===== config.mk =====
export PLATFORM = sky130hd
export DESIGN_NAME = coin_start_seq
export DESIGN_NICKNAME = d
export VERILOG_FILES = /design/src/rtl/coin_start_seq.sv
export SDC_FILE = /design/constraint.sdc
export NUM_CORES = 1
export LEC_CHECK = 0
export CAP_MARGIN = 40
export CORE_AREA = 5 5 62 64
export CTS_CLUSTER_SIZE = 16
export DETAILED_ROUTE_END_ITERATION = 10
export DIE_AREA = 0 0 67 69
export PLACE_DENSITY = 0.77
export SYNTH_ARGS = -nofsm -noshare
export SYNTH_HDL_FRONTEND = slang
export SYNTH_SLANG_ARGS = --single-unit

===== constraint.sdc =====
create_clock -name CLK -period 2.01 [get_ports CLK]
set_input_delay 0.603 -clock CLK [delete_from_list [all_inputs] [get_ports CLK]]
set_output_delay 0.603 -clock CLK [all_outputs]
set_load 0.1 [all_outputs]

===== src/rtl/coin_start_seq.sv =====
// Keyboard/joystick merger that drives the cabinet inputs, with an optional coin-then-start sequencer.
// Sequencer is built only when SEQ_AUTOCOIN_EN is defined; otherwise coin and start follow the start buttons directly.
module coin_start_seq #(
  parameter int COIN_FRAMES  = 4,
  parameter int GAP_FRAMES   = 8,
  parameter int START_FRAMES = 4
) (
  input  logic        CLK,
  input  logic        RESET_N,
  input  logic [64:0] PS2_KEY,
  input  logic [15:0] JOY,
  input  logic        VBLANK,
  output logic [7:0]  IN0,
  output logic [7:0]  IN1,
  output logic        BUSY
);

  // key_q bits 0..6 line up with JOY bits 0..6; bit 7 is the second fire key.
  logic [7:0] key_q, key_d;
  logic       toggle_q, vblank_q;
  logic       ps2_evt_s, press_s, vb_edge_s;
  logic [6:0] ctrl_s;
  logic       coin_s, st1_s, st2_s;
  logic       unused_s;

  assign unused_s  = ^{PS2_KEY[23:16], JOY[15:7]};
  assign ps2_evt_s = (PS2_KEY[64] != toggle_q) && (PS2_KEY[63:24] == 40'd0);
  assign press_s   = (PS2_KEY[15:8] != 8'hF0);
  assign vb_edge_s = VBLANK && !vblank_q;

  // Key latch next-state from the scan code of a fresh event.
  always_comb begin
    key_d = key_q;
    if (ps2_evt_s) begin
      case (PS2_KEY[7:0])
        8'h74:   key_d[0] = press_s;
        8'h6B:   key_d[1] = press_s;
        8'h72:   key_d[2] = press_s;
        8'h75:   key_d[3] = press_s;
        8'h29:   key_d[4] = press_s;
        8'h05:   key_d[5] = press_s;
        8'h06:   key_d[6] = press_s;
        8'h14:   key_d[7] = press_s;
        default: key_d = key_q;
      endcase
    end else begin
      key_d = key_q;
    end
  end

  // Input-side registers: key latches, PS2 toggle history, VBLANK history.
  always_ff @(posedge CLK or negedge RESET_N) begin
    if (!RESET_N) begin
      key_q    <= 8'd0;
      toggle_q <= 1'b0;
      vblank_q <= 1'b0;
    end else begin
      key_q    <= key_d;
      toggle_q <= PS2_KEY[64];
      vblank_q <= VBLANK;
    end
  end

  // Gating with RESET_N keeps the outputs at their reset pattern even with joystick bits high.
  assign ctrl_s = ({key_q[6:5], key_q[4] | key_q[7], key_q[3:0]} | JOY[6:0]) & {7{RESET_N}};

`ifdef SEQ_AUTOCOIN_EN
  typedef enum logic [2:0] {
    S_IDLE    = 3'd0,
    S_COIN    = 3'd1,
    S_GAP     = 3'd2,
    S_START   = 3'd3,
    S_RELEASE = 3'd4
  } state_t;

  state_t     state_q, state_d;
  logic [7:0] cnt_q, cnt_d, cnt_inc_s;
  logic       entry_q, entry_d;
  logic       sel_q, sel_d;
  logic       count_s;

  function automatic logic frames_done(input logic [7:0] cnt, input logic [31:0] n);
    return ({24'd0, cnt} + 32'd1) >= n;
  endfunction

  assign cnt_inc_s = (cnt_q == 8'hFF) ? cnt_q : cnt_q + 8'd1;
  assign count_s   = vb_edge_s && !entry_q;

  // Sequencer next-state; every transition clears the counter and flags the entry cycle.
  always_comb begin
    state_d = state_q;
    cnt_d   = cnt_q;
    entry_d = 1'b0;
    sel_d   = sel_q;
    case (state_q)
      S_IDLE: begin
        if (ctrl_s[5] || ctrl_s[6]) begin
          state_d = S_COIN;
          sel_d   = !ctrl_s[5];
          cnt_d   = 8'd0;
          entry_d = 1'b1;
        end else begin
          state_d = S_IDLE;
        end
      end
      S_COIN: begin
        if (count_s && frames_done(cnt_q, 32'(COIN_FRAMES))) begin
          state_d = S_GAP;
          cnt_d   = 8'd0;
          entry_d = 1'b1;
        end else if (count_s) begin
          cnt_d = cnt_inc_s;
        end else begin
          cnt_d = cnt_q;
        end
      end
      S_GAP: begin
        if (count_s && frames_done(cnt_q, 32'(GAP_FRAMES))) begin
          state_d = S_START;
          cnt_d   = 8'd0;
          entry_d = 1'b1;
        end else if (count_s) begin
          cnt_d = cnt_inc_s;
        end else begin
          cnt_d = cnt_q;
        end
      end
      S_START: begin
        if (count_s && frames_done(cnt_q, 32'(START_FRAMES))) begin
          state_d = S_RELEASE;
          cnt_d   = 8'd0;
          entry_d = 1'b1;
        end else if (count_s) begin
          cnt_d = cnt_inc_s;
        end else begin
          cnt_d = cnt_q;
        end
      end
      S_RELEASE: begin
        if (!ctrl_s[5] && !ctrl_s[6]) begin
          state_d = S_IDLE;
          cnt_d   = 8'd0;
          entry_d = 1'b1;
        end else begin
          state_d = S_RELEASE;
        end
      end
      default: begin
        state_d = S_IDLE;
        cnt_d   = 8'd0;
      end
    endcase
  end

  // Sequencer state registers.
  always_ff @(posedge CLK or negedge RESET_N) begin
    if (!RESET_N) begin
      state_q <= S_IDLE;
      cnt_q   <= 8'd0;
      entry_q <= 1'b0;
      sel_q   <= 1'b0;
    end else begin
      state_q <= state_d;
      cnt_q   <= cnt_d;
      entry_q <= entry_d;
      sel_q   <= sel_d;
    end
  end

  assign coin_s = (state_q == S_COIN);
  assign st1_s  = (state_q == S_START) && !sel_q;
  assign st2_s  = (state_q == S_START) && sel_q;
  assign BUSY   = (state_q != S_IDLE);
`else
  assign coin_s = ctrl_s[5] | ctrl_s[6];
  assign st1_s  = ctrl_s[5];
  assign st2_s  = ctrl_s[6];
  assign BUSY   = 1'b0;
`endif

  assign IN0 = {2'b11, ~coin_s, ctrl_s[4], ctrl_s[2], ctrl_s[0], ctrl_s[1], ctrl_s[3]};
  assign IN1 = {1'b0, st2_s, st1_s, ctrl_s[4], ctrl_s[2], ctrl_s[0], ctrl_s[1], ctrl_s[3]};

endmodule


Word-level counts from Yosys, hierarchy flattened

Cells that the tools add are included.

Flip-flop bits (word level): 9
Input port bits: 84
Output and inout bits: 17
Logic and storage cells: 34

Eq/ne operators: 10
Bitwise logic cells: 5
Reductions and logical operators: 10

Operators by type and width:

| operator                                             | count |
|---|---|
| logical NOT 40 bit                                   | 1 |
| equality test 8 x 7 -> 1 bit (second input constant) | 4 |
| equality test 8 x 3 -> 1 bit (second input constant) | 2 |
| AND reduction 2 bit                                  | 8 |
| equality test 8 x 5 -> 1 bit (second input constant) | 1 |
| equality test 8 x 6 -> 1 bit (second input constant) | 1 |
| inequality test 8 bit (second input constant)        | 1 |
| bitwise AND 7 bit                                    | 1 |
| OR 7 bit                                             | 1 |
| OR 1 bit                                             | 2 |
| logical AND 1 bit                                    | 1 |
| inequality test 1 bit                                | 1 |
| inverter 1 bit                                       | 1 |

Longest topological paths before layout

Depth in word-level cells: 5
Depth in mapped cells: 4
Depth with buffers taken out: 4

Least setup slack after synthesis

Ideal clock, no wire load.

Path type: input to output
Start: input port JOY[6]
End: output port IN0[5]
Data arrival time: 2.570 ns
Slack: -1.163 ns
Cell stages on the path: 2
Cells stage by stage: o21a_1 -> nor2_1

Word-level cells in the longest chain between the ends: 4

RTL lines:

| item              | line | source |
|---|---|---|
| from (decl)       | 11   | `input logic [15:0] JOY,` |
| OR 7 bit          | 65   | `assign ctrl_s = ({key_q[6:5], key_q[4] \| key_q[7], key_q[3:0]} \| JOY[6:0]) & {7{RESET_N}};` |
| bitwise AND 7 bit | 65   |  |
| OR 1 bit          | 175  | `assign coin_s = ctrl_s[5] \| ctrl_s[6];` |
| inverter 1 bit    | 181  | `assign IN0 = {2'b11, ~coin_s, ctrl_s[4], ctrl_s[2], ctrl_s[0], ctrl_s[1], ctrl_s[3]};` |
| to (decl)         | 13   | `output logic [7:0] IN0,` |

Every way passes these cells.

Final worst setup path

Start: input port PS2_KEY[6]
End: register key_q[0]

Word-level cells in the longest chain between the ends: 2

RTL lines:

| item                          | line | source |
|---|---|---|
| from (decl)                   | 10   | `input logic [64:0] PS2_KEY,` |
| equality test 8 x 7 -> 1 bit  | 35   | `case (PS2_KEY[7:0])` |
| AND reduction 2 bit (no line) | -    |  |
| to (signal assigned)          | 58   | `key_q <= key_d;` |
| to (decl)                     | 19   | `logic [7:0] key_q, key_d;` |

Every way passes these cells.
A chain may end at the register's enable or synchronous reset.

==> impl_metrics.py <==
metrics = {
    "pwr": {
        "p_leak_nw": 1.11,
        "p_int_w": 0.000443,
        "p_seq_frac": 0.254,
        "power.density_nw_per_um2": 328,
        "swShare": 0.384,
        "clkPwrFrac": 0.189,
        "p_switching_w": 0.000276,
        "ir_drop_uv": 230,
        "pwr-share-comb": 0.557,
    },
    "clocking": {
        "cts_sinks": 9,
        "cts_htree_levels": 1,
        "clk_pin_slew_ns": 0.06,
        "clock_latency_ns": 0.25,
        "numCtsBuffers": 3,
        "clockBufferDepth": 2,
        "root_buffer": "clkbuf_4",
        "cts_tree": "built",
    },
    "setup_path": {
        "crit_type": "primary input to flip-flop",
        "cp_cell_sequence": "clkdlybuf4s15_1 -> nand4b_1 -> buf_4 -> or3_4 -> nor4_4 -> mux2_4",
        "cp_top_family": "simple AND/OR/NAND/NOR gates",
        "cpMaxStageDelayCell": "nor4_4",
        "max_stage_delay_ns": 0.37,
        "arrival_ns": 2.17,
        "start_kind": "primary input",
        "cp_max_fo": 3,
        "r2r_slack_ns": 0.37,
        "end_kind": "flip-flop",
        "cp.required_ns": 2.15,
        "crit_buf_inv": 2,
    },
    "synthesis": {
        "ys_seq_area_frac": 0.307,
        "synth_area_leaders": "dfrtp_1, nor4_1, buf_4",
        "syn-mean-instance-area_um2": 9.52,
        "yosysTopAreaCellShare": 0.307,
        "netlist_area_um2": 733,
        "ys_warn_count": 0,
        "synth_cell_types": 24,
        "syn_inst": 77,
        "yosys.area.top_type": "dfrtp_1",
        "ys_ff_latch": 9,
    },
    "global_route": {
        "grt_first_pass_wirelength_um": 5600,
        "first_global_vias": 1157,
        "grt_use_met3": 0.0519,
        "grt-ovfl-total": 0,
        "grt_max_degree": 9,
        "grtUsageTotal": 0.154,
        "antenna_found_initial": 0,
        "grt-busiest-layer": "met2",
        "grt_util_met2": 0.287,
        "grtUsageMet1": 0.152,
    },
    "detailed_routing": {
        "dr.pass1.iters": 4,
        "vias_per_cell": 4.78,
        "post_drt_wl_per_cell_um": 16.7,
        "num_vias": 1041,
        "drc": 0,
        "ant_nets": 0,
        "drt_iter0_markers": 33,
        "drt_wl_total_um": 3650,
    },
    "finish": {
        "n_antenna_cell": 0,
        "finalNonFillerCells": 218,
        "final_util": 0.678,
        "drive_gt1_frac": 0.483,
        "syn_to_final_growth_pct": 199,
        "layout_common_cells": "dlygate4sd2_1, buf_12, dlymetal6s2s_1, buf_4",
        "layout.nets": 257,
        "final_common_cell": "dlygate4sd2_1",
    },
    "floorplan": {
        "rows": 21,
        "die_area_um2": 4620,
        "core_um2": 3230,
        "die_h_um": 69,
        "ios": 101,
        "start_util": 0.227,
        "die_w_um": 67,
    },
    "sta": {
        "fin_crit_sh": 1.01,
        "tns_ns": -0.0226,
        "max_freq_mhz": 492,
        "setup_viol": 1,
        "hold_viol": 0,
        "fin_skew_ns": 0.00167,
        "postLayoutSetupSlackWorst_ns": -0.0226,
        "hold_slack_ns": 0.519,
        "layout_min_cycle_time_ns": 2.03,
        "slew_violations": 0,
    },
    "place": {
        "finalWeightedCongestion": 0.747,
        "numPortBuffers": 78,
        "dp_cells": 202,
        "pre_cts_ws_ns": -0.662,
        "dp_hpwl_um": 2610,
    },
    "run": {
        "cap_violations": 0,
    },
    "status": {
        "outcome": "finished, violations left",
        "violations": "negative setup slack",
    },
    "min_path": {
        "hold_class": "flip-flop to flip-flop",
    },
}
## power groups by stage
stage	logic, W	registers [W]	clock network [W]
finish	0.000400	0.000183	0.000136
global route	0.000415	0.000182	0.000157
CTS	0.000396	0.000183	0.000141
detailed placement	0.000395	0.000186	0
global placement	0.000389	0.000186	0
floorplan	0.000184	0.000186	0
## worst paths after layout
| check | startpoint | to | cells past startpoint |
|---|---|---|---|
| max | PS2_KEY[6] | key_q[0] | 6 |
| min | key_q[4] | key_q[4] | 1 |
| max reg2reg | toggle_q | key_q[5] | 6 |
| min reg2reg | key_q[4] | key_q[4] | 1 |
| max in group asynchronous | RESET_N | key_q[0] | 3 |
| min in group asynchronous | RESET_N | key_q[1] | 3 |
## metrics by stage
| step | instance area [um2] | total power, W |
|---|---|---|
| floorplan | 802 | 0.000370 |
| CTS | 2070 | 0.000720 |
| global placement | 1780 | 0.000575 |
| finish | 2190 | 0.000718 |
| detailed placement | 1780 | 0.000581 |
| global route | 2190 | 0.000754 |
## layout make-up
cell class,count,area (um2)
Clock buffer,4,26.3
Fill cell,241,1040
Inverter,1,3.75
Multi-Input combinational cell,60,738
Sequential cell,9,225
Tap cell,46,57.6
Timing Repair Buffer,98,1140
## sequential cells by signal, summed over array words and instances (netlist names)
register  cells
key_q         8
toggle_q      1
## routing by layer
| metal | vias up | wire length, um | share of wire |
|---|---|---|---|
| met5 | - | 0 | 0 |
| met4 | 0 | 72 | 0.020 |
| met3 | 6 | 387 | 0.11 |
| met2 | 54 | 2030 | 0.56 |
| met1 | 492 | 1160 | 0.32 |
| li1 | 489 | - | - |
## synth_stat cells
master and count:
mux2_1 3, conb_1 2, nor3_1 1, nor4bb_1 1
o21a_1 6, nor4_1 18, nand4_1 3, nand2b_1 1
mux2_2 5, or3_1 2, dfrtp_1 9, nor4_2 1
nand4b_1 2, buf_4 9, and4_1 1, nor2_1 3
o31a_1 1, xor2_1 1, nand2_1 1, or3_2 1
nand4_2 2, or4b_1 2, inv_1 1, nand3_1 1
## cells by family after synthesis
| logic type | Yosys count | share of synthesized area |
|---|---|---|
| muxes | 8 | 0.123 |
| DFF | 9 | 0.307 |
| other | 2 | 0.0102 |
| and+or+nand+nor | 40 | 0.377 |
| AOI/OAI and AO/OA | 7 | 0.0734 |
| buffers and inverters | 10 | 0.0973 |
| xor gates and xnor gates | 1 | 0.0119 |
## timing repair
action / 4_1_cts / 5_1_grt
setup buffers: 7 / 4
pin swaps: 29 / 22
cloned: 1 / 0
gates resized for setup: 96 / 34
hold endpoints to repair: 0 / 0
endpoints found under the setup margin: 21 / 12
hold buffers: 0 / 0
Power figures use the tool's default switching activity.
